--- src/rtl/tilt_stepper.sv ---
// Tilt stepper: turns raw accelerometer samples into paced one-cycle step pulses.
// Each axis is block-averaged over 2^AVG_LOG2 samples. X/Y tilt beyond DEADZONE
// drives a 9-bit phase accumulator. The accumulator advances on every rate tick,
// and each carry out of it emits a single-cycle step.
//
// Ports:
//   clk          system clock
//   rst          synchronous, active-high reset
//   sample_valid one-cycle strobe, raw axes valid
//   x_raw/y_raw/z_raw  10-bit two's-complement samples
//   xAxis/yAxis  {direction (1 = negative), 9'd1 on a step cycle else 0}
//   zAxis        latest averaged z, two's complement
//   tilt_valid   one-cycle pulse when a new average is latched
module tilt_stepper #(
    parameter int unsigned AVG_LOG2 = 2,
    parameter int unsigned DEADZONE = 8,
    parameter int unsigned TICK_DIV = 100000
) (
    input  logic       clk,
    input  logic       rst,
    input  logic       sample_valid,
    input  logic [9:0] x_raw,
    input  logic [9:0] y_raw,
    input  logic [9:0] z_raw,
    output logic [9:0] xAxis,
    output logic [9:0] yAxis,
    output logic [9:0] zAxis,
    output logic       tilt_valid
);

    localparam int unsigned SUM_W     = 10 + AVG_LOG2;
    localparam int unsigned CNT_W     = AVG_LOG2 + 1;
    localparam int unsigned CNT_LAST  = (1 << AVG_LOG2) - 1;
    localparam int unsigned TICK_W    = (TICK_DIV > 1) ? $clog2(TICK_DIV) : 1;
    localparam int unsigned TICK_LAST = TICK_DIV - 1;
    localparam logic [8:0]  DZ        = 9'(DEADZONE);

    logic [9:0]              raw_c      [3];
    logic signed [SUM_W-1:0] sum_q      [3];
    logic signed [SUM_W-1:0] sum_next_c [3];
    logic [9:0]              avg_q      [3];
    logic [CNT_W-1:0]        cnt_q;
    logic                    last_c;

    logic [8:0]              mag_c      [2];
    logic [8:0]              rate_c     [2];
    logic [8:0]              rate_q     [2];
    logic                    sign_q     [2];
    logic [8:0]              phase_q    [2];
    logic [9:0]              phase_sum_c[2];
    logic                    step_c     [2];

    logic [TICK_W-1:0]       tick_cnt_q;
    logic                    tick_c;

    assign raw_c[0] = x_raw;
    assign raw_c[1] = y_raw;
    assign raw_c[2] = z_raw;

    assign last_c = sample_valid && (cnt_q == CNT_W'(CNT_LAST));
    assign tick_c = (tick_cnt_q == TICK_W'(TICK_LAST));
    assign zAxis  = avg_q[2];

    // Running sum including the incoming sample (sign-extended).
    always_comb begin
        for (int i = 0; i < 3; i++) begin
            sum_next_c[i] = sum_q[i] + SUM_W'($signed(raw_c[i]));
        end
    end

    // Block averaging. The arithmetic shift rounds toward -inf.
    always_ff @(posedge clk) begin
        if (rst) begin
            cnt_q      <= '0;
            tilt_valid <= 1'b0;
            for (int i = 0; i < 3; i++) begin
                sum_q[i] <= '0;
                avg_q[i] <= '0;
            end
        end else begin
            tilt_valid <= 1'b0;
            if (sample_valid) begin
                if (last_c) begin
                    cnt_q      <= '0;
                    tilt_valid <= 1'b1;
                    for (int i = 0; i < 3; i++) begin
                        sum_q[i] <= '0;
                        avg_q[i] <= 10'(sum_next_c[i] >>> AVG_LOG2);
                    end
                end else begin
                    cnt_q <= cnt_q + CNT_W'(1);
                    for (int i = 0; i < 3; i++) begin
                        sum_q[i] <= sum_next_c[i];
                    end
                end
            end
        end
    end

    // Magnitude beyond the deadzone, and the phase sum for the next tick.
    // -512 has no positive 10-bit twin, so it saturates to 511.
    always_comb begin
        for (int i = 0; i < 2; i++) begin
            if (avg_q[i] == 10'h200) begin
                mag_c[i] = 9'd511;
            end else if (avg_q[i][9]) begin
                mag_c[i] = 9'(-avg_q[i]);
            end else begin
                mag_c[i] = avg_q[i][8:0];
            end
            rate_c[i]      = (mag_c[i] > DZ) ? (mag_c[i] - DZ) : 9'd0;
            phase_sum_c[i] = {1'b0, phase_q[i]} + {1'b0, rate_q[i]};
            step_c[i]      = tick_c && phase_sum_c[i][9];
        end
    end

    // Rate tick divider.
    always_ff @(posedge clk) begin
        if (rst) begin
            tick_cnt_q <= '0;
        end else if (tick_c) begin
            tick_cnt_q <= '0;
        end else begin
            tick_cnt_q <= tick_cnt_q + TICK_W'(1);
        end
    end

    // Rate/sign pipeline, phase accumulators and step outputs.
    always_ff @(posedge clk) begin
        if (rst) begin
            xAxis <= '0;
            yAxis <= '0;
            for (int i = 0; i < 2; i++) begin
                rate_q[i]  <= '0;
                sign_q[i]  <= 1'b0;
                phase_q[i] <= '0;
            end
        end else begin
            for (int i = 0; i < 2; i++) begin
                rate_q[i] <= rate_c[i];
                sign_q[i] <= avg_q[i][9];
                // An idle axis restarts from zero phase when motion resumes.
                if (rate_q[i] == 9'd0) begin
                    phase_q[i] <= '0;
                end else if (tick_c) begin
                    phase_q[i] <= phase_sum_c[i][8:0];
                end
            end
            xAxis <= {sign_q[0], step_c[0] ? 9'd1 : 9'd0};
            yAxis <= {sign_q[1], step_c[1] ? 9'd1 : 9'd0};
        end
    end

endmodule

--- config.mk ---
export PLATFORM = sky130hd
export DESIGN_NAME = tilt_stepper
export DESIGN_NICKNAME = d
export VERILOG_FILES = /design/src/rtl/tilt_stepper.sv
export SDC_FILE = /design/constraint.sdc
export NUM_CORES = 1
export LEC_CHECK = 0
export CAP_MARGIN = 20
export CORE_ASPECT_RATIO = 1.1
export CORE_MARGIN = 2
export CORE_UTILIZATION = 35
export DETAILED_ROUTE_END_ITERATION = 8
export GPL_ROUTABILITY_DRIVEN = 0
export SLEW_MARGIN = 20
export SYNTH_ARGS = -nofsm -noshare
export SYNTH_HDL_FRONTEND = slang
export SYNTH_SLANG_ARGS = --single-unit
--- constraint.sdc ---
create_clock -name clk -period 4.5 [get_ports clk]
set_input_delay 0.45 -clock clk [delete_from_list [all_inputs] [get_ports clk]]
set_output_delay 0.45 -clock clk [all_outputs]
set_load 0.005 [all_outputs]
Word level (Yosys, flattened, before mapping)

Memories as Yosys holds them, arrays and structs flattened. A register that Yosys moved wholly into a read port is not among the register bits.
Index checks and enable logic that the tools add are counted.

Add/subtract/negate cells: 11
Bitwise gates (word level): 17
$lt $le $gt $ge: 2
Eq/ne operators: 4
Reduce and logical (&&, ||, !) cells: 6
Muxes and demuxes: 50

Operators by type and width:

| kind                  | number |
|---|---|
| $mux 9                | 12 |
| $mux 12               | 6 |
| $add 12x10->12        | 3 |
| $mux 10               | 3 |
| $mux 1                | 28 |
| $add 9x9->10          | 2 |
| $eq 10x10->1 const B  | 2 |
| $gt 9x4->1 const B    | 2 |
| $logic_not 9->1       | 2 |
| $neg 9->9             | 2 |
| $sub 9x4->9 const B   | 2 |
| $add 17x1->17 const B | 1 |
| $eq 17x17->1 const B  | 1 |
| $or 1x1->1            | 17 |
| $add 3x1->3 const B   | 1 |
| $eq 3x2->1 const B    | 1 |
| $logic_and 1x1->1     | 3 |
| $mux 3                | 1 |
| $reduce_or 2->1       | 1 |

Word-level logic and storage cells: 100
Flip-flop bits (word level): 41
Input bits: 33
Memories kept: 5
Memory bits (writable): 104
Output and inout bits: 31

Memory list:

| memory  | depth | width | rd ports | clocked after Yosys merged registers in | write ports | line | source |
|---|---|---|---|---|---|---|---|
| sum_q   | 3     | 12    | 3        | 0                                       | 3           | 39   | `logic signed [SUM_W-1:0] sum_q [3];` |
| avg_q   | 3     | 10    | 3        | 0                                       | 3           | 41   | `logic [9:0] avg_q [3];` |
| phase_q | 2     | 9     | 2        | 0                                       | 2           | 49   | `logic [8:0] phase_q [2];` |
| rate_q  | 2     | 9     | 2        | 0                                       | 2           | 47   | `logic [8:0] rate_q [2];` |
| sign_q  | 2     | 1     | 2        | 2                                       | 2           | 48   | `logic sign_q [2];` |

Logic depth before layout (Yosys ltp)

Word-level depth: 8
Mapped depth: 12
Mapped depth without buffers: 11

Least setup slack after synthesis

OpenSTA, ideal clock, no wires.

Path kind: register to register
Start point: reg cnt_q[0]
End point: mem avg_q[0][0] (enable)
Library setup time: 0.459 ns
Stages on the path, launching flop included: 4
Setup slack: 1.348 ns
Buffers on the path: 0
Data required time: 4.041 ns
Arrival: 2.693 ns
Period minus slack after synthesis: 3.152 ns
Cell sequence: dfxtp_1 ha_1 nand2_1 o21ai_0

RTL lines:

| what                   | line | source |
|---|---|---|
| from (decl)            | 42   | `logic [CNT_W-1:0] cnt_q;` |
| from (signal assigned) | 91   | `cnt_q <= cnt_q + CNT_W'(1);` |
| to (decl)              | 41   |  |

==> results.md <==
| Item | Reported |
| --- | --- |
| Xor/xnor share of the synthesized area | 7.46% |
| Normalized max-slew margin | 38.8% |
| Min-Delay Endpoint | tick_cnt_q[0] |
| Final count of pins violating max slew | 0 |
| Data arrival time of the critical path | 3.38 ns |
| Sequential area share after synthesis | 44.9% |
| Final cycle utilization of the critical path | 68.2% |
| Total number of vias | 5,314 |
| Number of antenna violations at the first check in global routing | 0 |
| Number of global-route vias before repair | 5,280 |
| Transition time at the pin with the least slew margin | 0.918 ns |
| Worst hold path class | register to register |
| PortBufs | 47 |
| Clock input transition at the sequential cells of the worst setup and hold paths | 0.06 ns |
| Worst reg2reg endpoint | rate_q[0][15] |
| Worst R2R Path Depth | 11 |
| Number of failing setup endpoints in the final timing report | 0 |
| CTS tree | built |
| Adder-Cell Fraction of Synth Area | 10.7% |
| Nature of the critical path startpoint | register |
| Global-route usage over all layers | 13.4% |
| Cell with the most instances on the worst path | sky130_fd_sc_hd__ha_1 |
| Static leakage | 0.00354 uW |
| Post-detailed-route DRC marker count | 0 |
| Power share of the clock group | 40.3% |
| CTS HTree Levels | 4 |
| Worst hold margin | 0.445 ns |
| Total standard cell area after synthesis | 7620 um2 |
| Dominant combinational cell family by area after synthesis | simple AND/OR/NAND/NOR gates |
| Area added between synthesis and finish | 16.6% |
| WHS Path Cells | 1 |
| Floorplan Core Area | 21,400 um2 |
| Worst flop-to-flop path startpoint | avg_q[0][11] |
| Comb power frac | 17.3% |
| Final non-filler cell area | 8880 um2 |
| Number of cells produced by synthesis | 760 |
| Yosys warning count | 0 |
| Internal power component | 2420 uW |
| Avg Inst Size Synth | 10.0 um2 |
| Ratio of routed vias to standard cells | 4.80 |
| Family with the most delay on the worst path | simple AND/OR/NAND/NOR gates |
| Fin crit period | 3.07 ns |
| Cells along the critical path | inv_1 -> ha_1 -> or4b_1 -> nor4_4 -> o21a_1 -> o21ai_2 -> ha_1 -> a41o_1 -> nand3_2 -> nand2_2 -> a2111oi_4 |
| Number of distinct library cells after synthesis | 66 |
| DRT antenna net count | 0 |
| Length of the first detailed-routing pass in iterations | 4 |
| Floorplan die area | 23,000 um2 |
| Fin Clk Skew | 0.00782 ns |
| Cell with the largest stage delay on the worst path | sky130_fd_sc_hd__or4b_1 |
| Final hold violations | 0 |
| Setup total negative slack | 0 ns |
| Sort of element at the end of the critical path | register |
| Result of the run | finished clean |
| Cell at the root of the clock tree | sky130_fd_sc_hd__clkbuf_16 |
| Seq cells post-synth | 129 |
| Peak VDD IR | 0.000277 V |
| Fin nets | 900 |
| Half-perimeter wire length of the detailed placement result | 10,400 um |
| Instance area at placement | 8290 um2 |
| Async SR Flop Fraction | 0% |
| Hold-fix buffers, CTS | 0 |
| Number of enable-type register cells in the synthesized netlist | 84 |
| Drt wl/cell | 13.2 um |
| Worst reg-to-reg setup slack | 1.43 ns |
| Worst Setup SP | avg_q[0][11] |
| RSZ-0062 raised after global routing | no |
| Largest net degree at the start of global routing | 37 |
| DR iter-0 viols | 307 |
| Count of buffer and inverter cells on the critical path | 1 |
| Fraction of the mapped netlist area in compound gates | 12.8% |
| Wire length after detailed routing | 14,600 um |
| Sinks on the clock net | 129 |
| Required time at the worst-slack endpoint | 4.82 ns |
| Number of filler cells placed in the layout | 2,068 |
| Clock tree buffer depth | 2 |
| Category of the most critical setup path | register to register |
| Largest driver fanout on the critical path | 8 |
| Switching power share of the total | 26.7% |
| Dominant synthesized flop cell | sky130_fd_sc_hd__edfxtp_1 |
| Buffers inserted by post-CTS timing repair | 0 |
| Boundary pin count | 64 |
| P_sw | 880 uW |
| Number of instances resized during post-cts repair | 0 |
| Total grt overflow | 0 |
| Effective utilization at floorplan | 35.6% |
| Hold Crit Start | tick_cnt_q[0] |
| Cell Rows | 56 |
| Clock latency on the worst-skew pair | 0.41 ns |
| Mux contribution to synthesized area | 0.838% |
| Die Y | 159 um |
| Simple-gate area share of the yosys netlist | 18.9% |
| Chip Width | 145 um |
| Total CTS buffers | 17 |
| Final antenna diode count | 0 |
| Max-cap violations | 0 |
| Power density over the cells | 372 nW/um2 |
| Delay of the slowest cell on the worst path | 0.60 ns |
| Max Clock Freq | 326 MHz |
| Sequential power share | 42.3% |
| First-pass GRT wire length | 24,400 um |
| Proportion of layout cells with a drive suffix above 1 | 7.70% |
-- flip-flops by register name, indices dropped and copies added, names as in the netlist --
| register | flops |
|---|---|
| phase_q | 18 |
| yAxis | 2 |
| sign_q | 2 |
| sum_q | 36 |
| avg_q | 30 |
| tilt_valid | 1 |
| cnt_q | 3 |
| xAxis | 2 |
| rate_q | 18 |
| tick_cnt_q | 17 |
-- layout make-up --
| class | count | area, um2 | share of cell area [%] |
|---|---|---|---|
| Clock buffer | 21 | 514 | 5.79 |
| Clock inverter | 11 | 71.3 | 0.803 |
| Inverter | 19 | 71.3 | 0.803 |
| Multi-Input combinational cell | 586 | 3930 | 44.2 |
| Sequential cell | 129 | 3420 | 38.6 |
| Tap cell | 290 | 363 | 4.09 |
| Timing Repair Buffer | 52 | 508 | 5.72 |
-- worst max-delay path by stage --
| stage | to | cells after the start | slack, ns |
|---|---|---|---|
| final | rate_q[0][15] | 11 | 1.43 |
| after global routing | rate_q[0][15] | 11 | 1.17 |
| after CTS | rate_q[0][15] | 11 | 1.42 |
| after detailed placement | sum_q[0][34] | 10 | 1.37 |
| after global placement | sum_q[0][34] | 10 | 1.39 |
| after floorplan | avg_q[0][0] | 3 | 1.35 |
-- metrics by stage --
| stage | instances | setup slack, ns | util [%] | power (uW) |
|---|---|---|---|---|
| 2_1_floorplan | 775 | 1.35 | - | 1860 |
| 3_3_place_gp | 1076 | 1.39 | 38.8 | 1990 |
| 3_5_place_dp | 1076 | 1.37 | 38.8 | 1990 |
| 4_1_cts | 1108 | 1.42 | 41.5 | 3340 |
| 5_1_grt | 1108 | 1.17 | 41.5 | 3470 |
| 6_report | 1108 | 1.43 | 41.5 | 3300 |
-- synth_stat cells (4+ instances only) --
cell type,count,area [um2]
sky130_fd_sc_hd__ha_1,57,713
sky130_fd_sc_hd__o211ai_1,7,52.6
sky130_fd_sc_hd__a21oi_1,42,210
sky130_fd_sc_hd__xnor2_1,27,236
sky130_fd_sc_hd__or3_1,11,68.8
sky130_fd_sc_hd__o21ai_0,32,160
sky130_fd_sc_hd__xor2_1,36,315
sky130_fd_sc_hd__or2_2,5,31.3
sky130_fd_sc_hd__nor3_1,19,95.1
sky130_fd_sc_hd__o21bai_1,5,37.5
sky130_fd_sc_hd__nor4_1,8,50.1
sky130_fd_sc_hd__and2_1,9,56.3
sky130_fd_sc_hd__clkbuf_1,9,33.8
sky130_fd_sc_hd__nand4_1,4,25.0
sky130_fd_sc_hd__and3_1,12,75.1
sky130_fd_sc_hd__inv_1,18,67.6
sky130_fd_sc_hd__nand2b_1,14,87.6
sky130_fd_sc_hd__fa_1,5,100
sky130_fd_sc_hd__nor2b_1,15,93.8
sky130_fd_sc_hd__o21a_1,15,113
sky130_fd_sc_hd__edfxtp_1,84,2520
sky130_fd_sc_hd__nand3_1,21,105
sky130_fd_sc_hd__a21o_1,16,120
sky130_fd_sc_hd__nand2_1,23,86.3
sky130_fd_sc_hd__nor2_1,135,507
sky130_fd_sc_hd__buf_4,27,203
sky130_fd_sc_hd__dfxtp_1,45,901
sky130_fd_sc_hd__o31ai_1,4,30.0
-- cell families (layout without fill, tap and decap cells) --
family	count (synthesis)	count (layout)
and+or+nand+nor	291	291
AOI/OAI and AO/OA	147	147
DFF	129	129
xor gates and xnor gates	64	64
adders and majority gates	62	62
buffers and inverters	60	103
muxes	6	6
other	1	16
-- power groups by stage --
stage          registers, uW  clock network [uW]  logic (uW)
2_1_floorplan           1400                   0         459
3_3_place_gp            1420                   0         573
3_5_place_dp            1420                   0         571
4_1_cts                 1400                1360         577
5_1_grt                 1410                1410         650
6_report                1400                1330         572
-- metal layers --
metal | GRT usage [%] | vias to the layer above | share of wire (%)
li1 | - | 2778 | -
met4 | 5.47 | 0 | 2.0
met1 | 17.1 | 2442 | 49
met2 | 21.3 | 71 | 46
met3 | 3.71 | 23 | 3.4
met5 | 0 | - | 0
-- layout by cell type (no fill, tap or decap), types with 7 or more instances in the layout --
| master | instances |
|---|---|
| sky130_fd_sc_hd__a21o_1 | 16 |
| sky130_fd_sc_hd__a21oi_1 | 42 |
| sky130_fd_sc_hd__and2_1 | 9 |
| sky130_fd_sc_hd__and3_1 | 12 |
| sky130_fd_sc_hd__clkbuf_16 | 20 |
| sky130_fd_sc_hd__clkdlybuf4s50_1 | 47 |
| sky130_fd_sc_hd__conb_1 | 16 |
| sky130_fd_sc_hd__dfxtp_1 | 45 |
| sky130_fd_sc_hd__edfxtp_1 | 84 |
| sky130_fd_sc_hd__ha_1 | 57 |
| sky130_fd_sc_hd__inv_1 | 18 |
| sky130_fd_sc_hd__nand2_1 | 23 |
| sky130_fd_sc_hd__nand2b_1 | 14 |
| sky130_fd_sc_hd__nand3_1 | 21 |
| sky130_fd_sc_hd__nor2_1 | 135 |
| sky130_fd_sc_hd__nor2b_1 | 15 |
| sky130_fd_sc_hd__nor3_1 | 19 |
| sky130_fd_sc_hd__nor4_1 | 8 |
| sky130_fd_sc_hd__o211ai_1 | 7 |
| sky130_fd_sc_hd__o21a_1 | 15 |
| sky130_fd_sc_hd__o21ai_0 | 31 |
| sky130_fd_sc_hd__or3_1 | 11 |
| sky130_fd_sc_hd__xnor2_1 | 27 |
| sky130_fd_sc_hd__xor2_1 | 36 |
No activity file was read; power rests on OpenSTA's default activity.
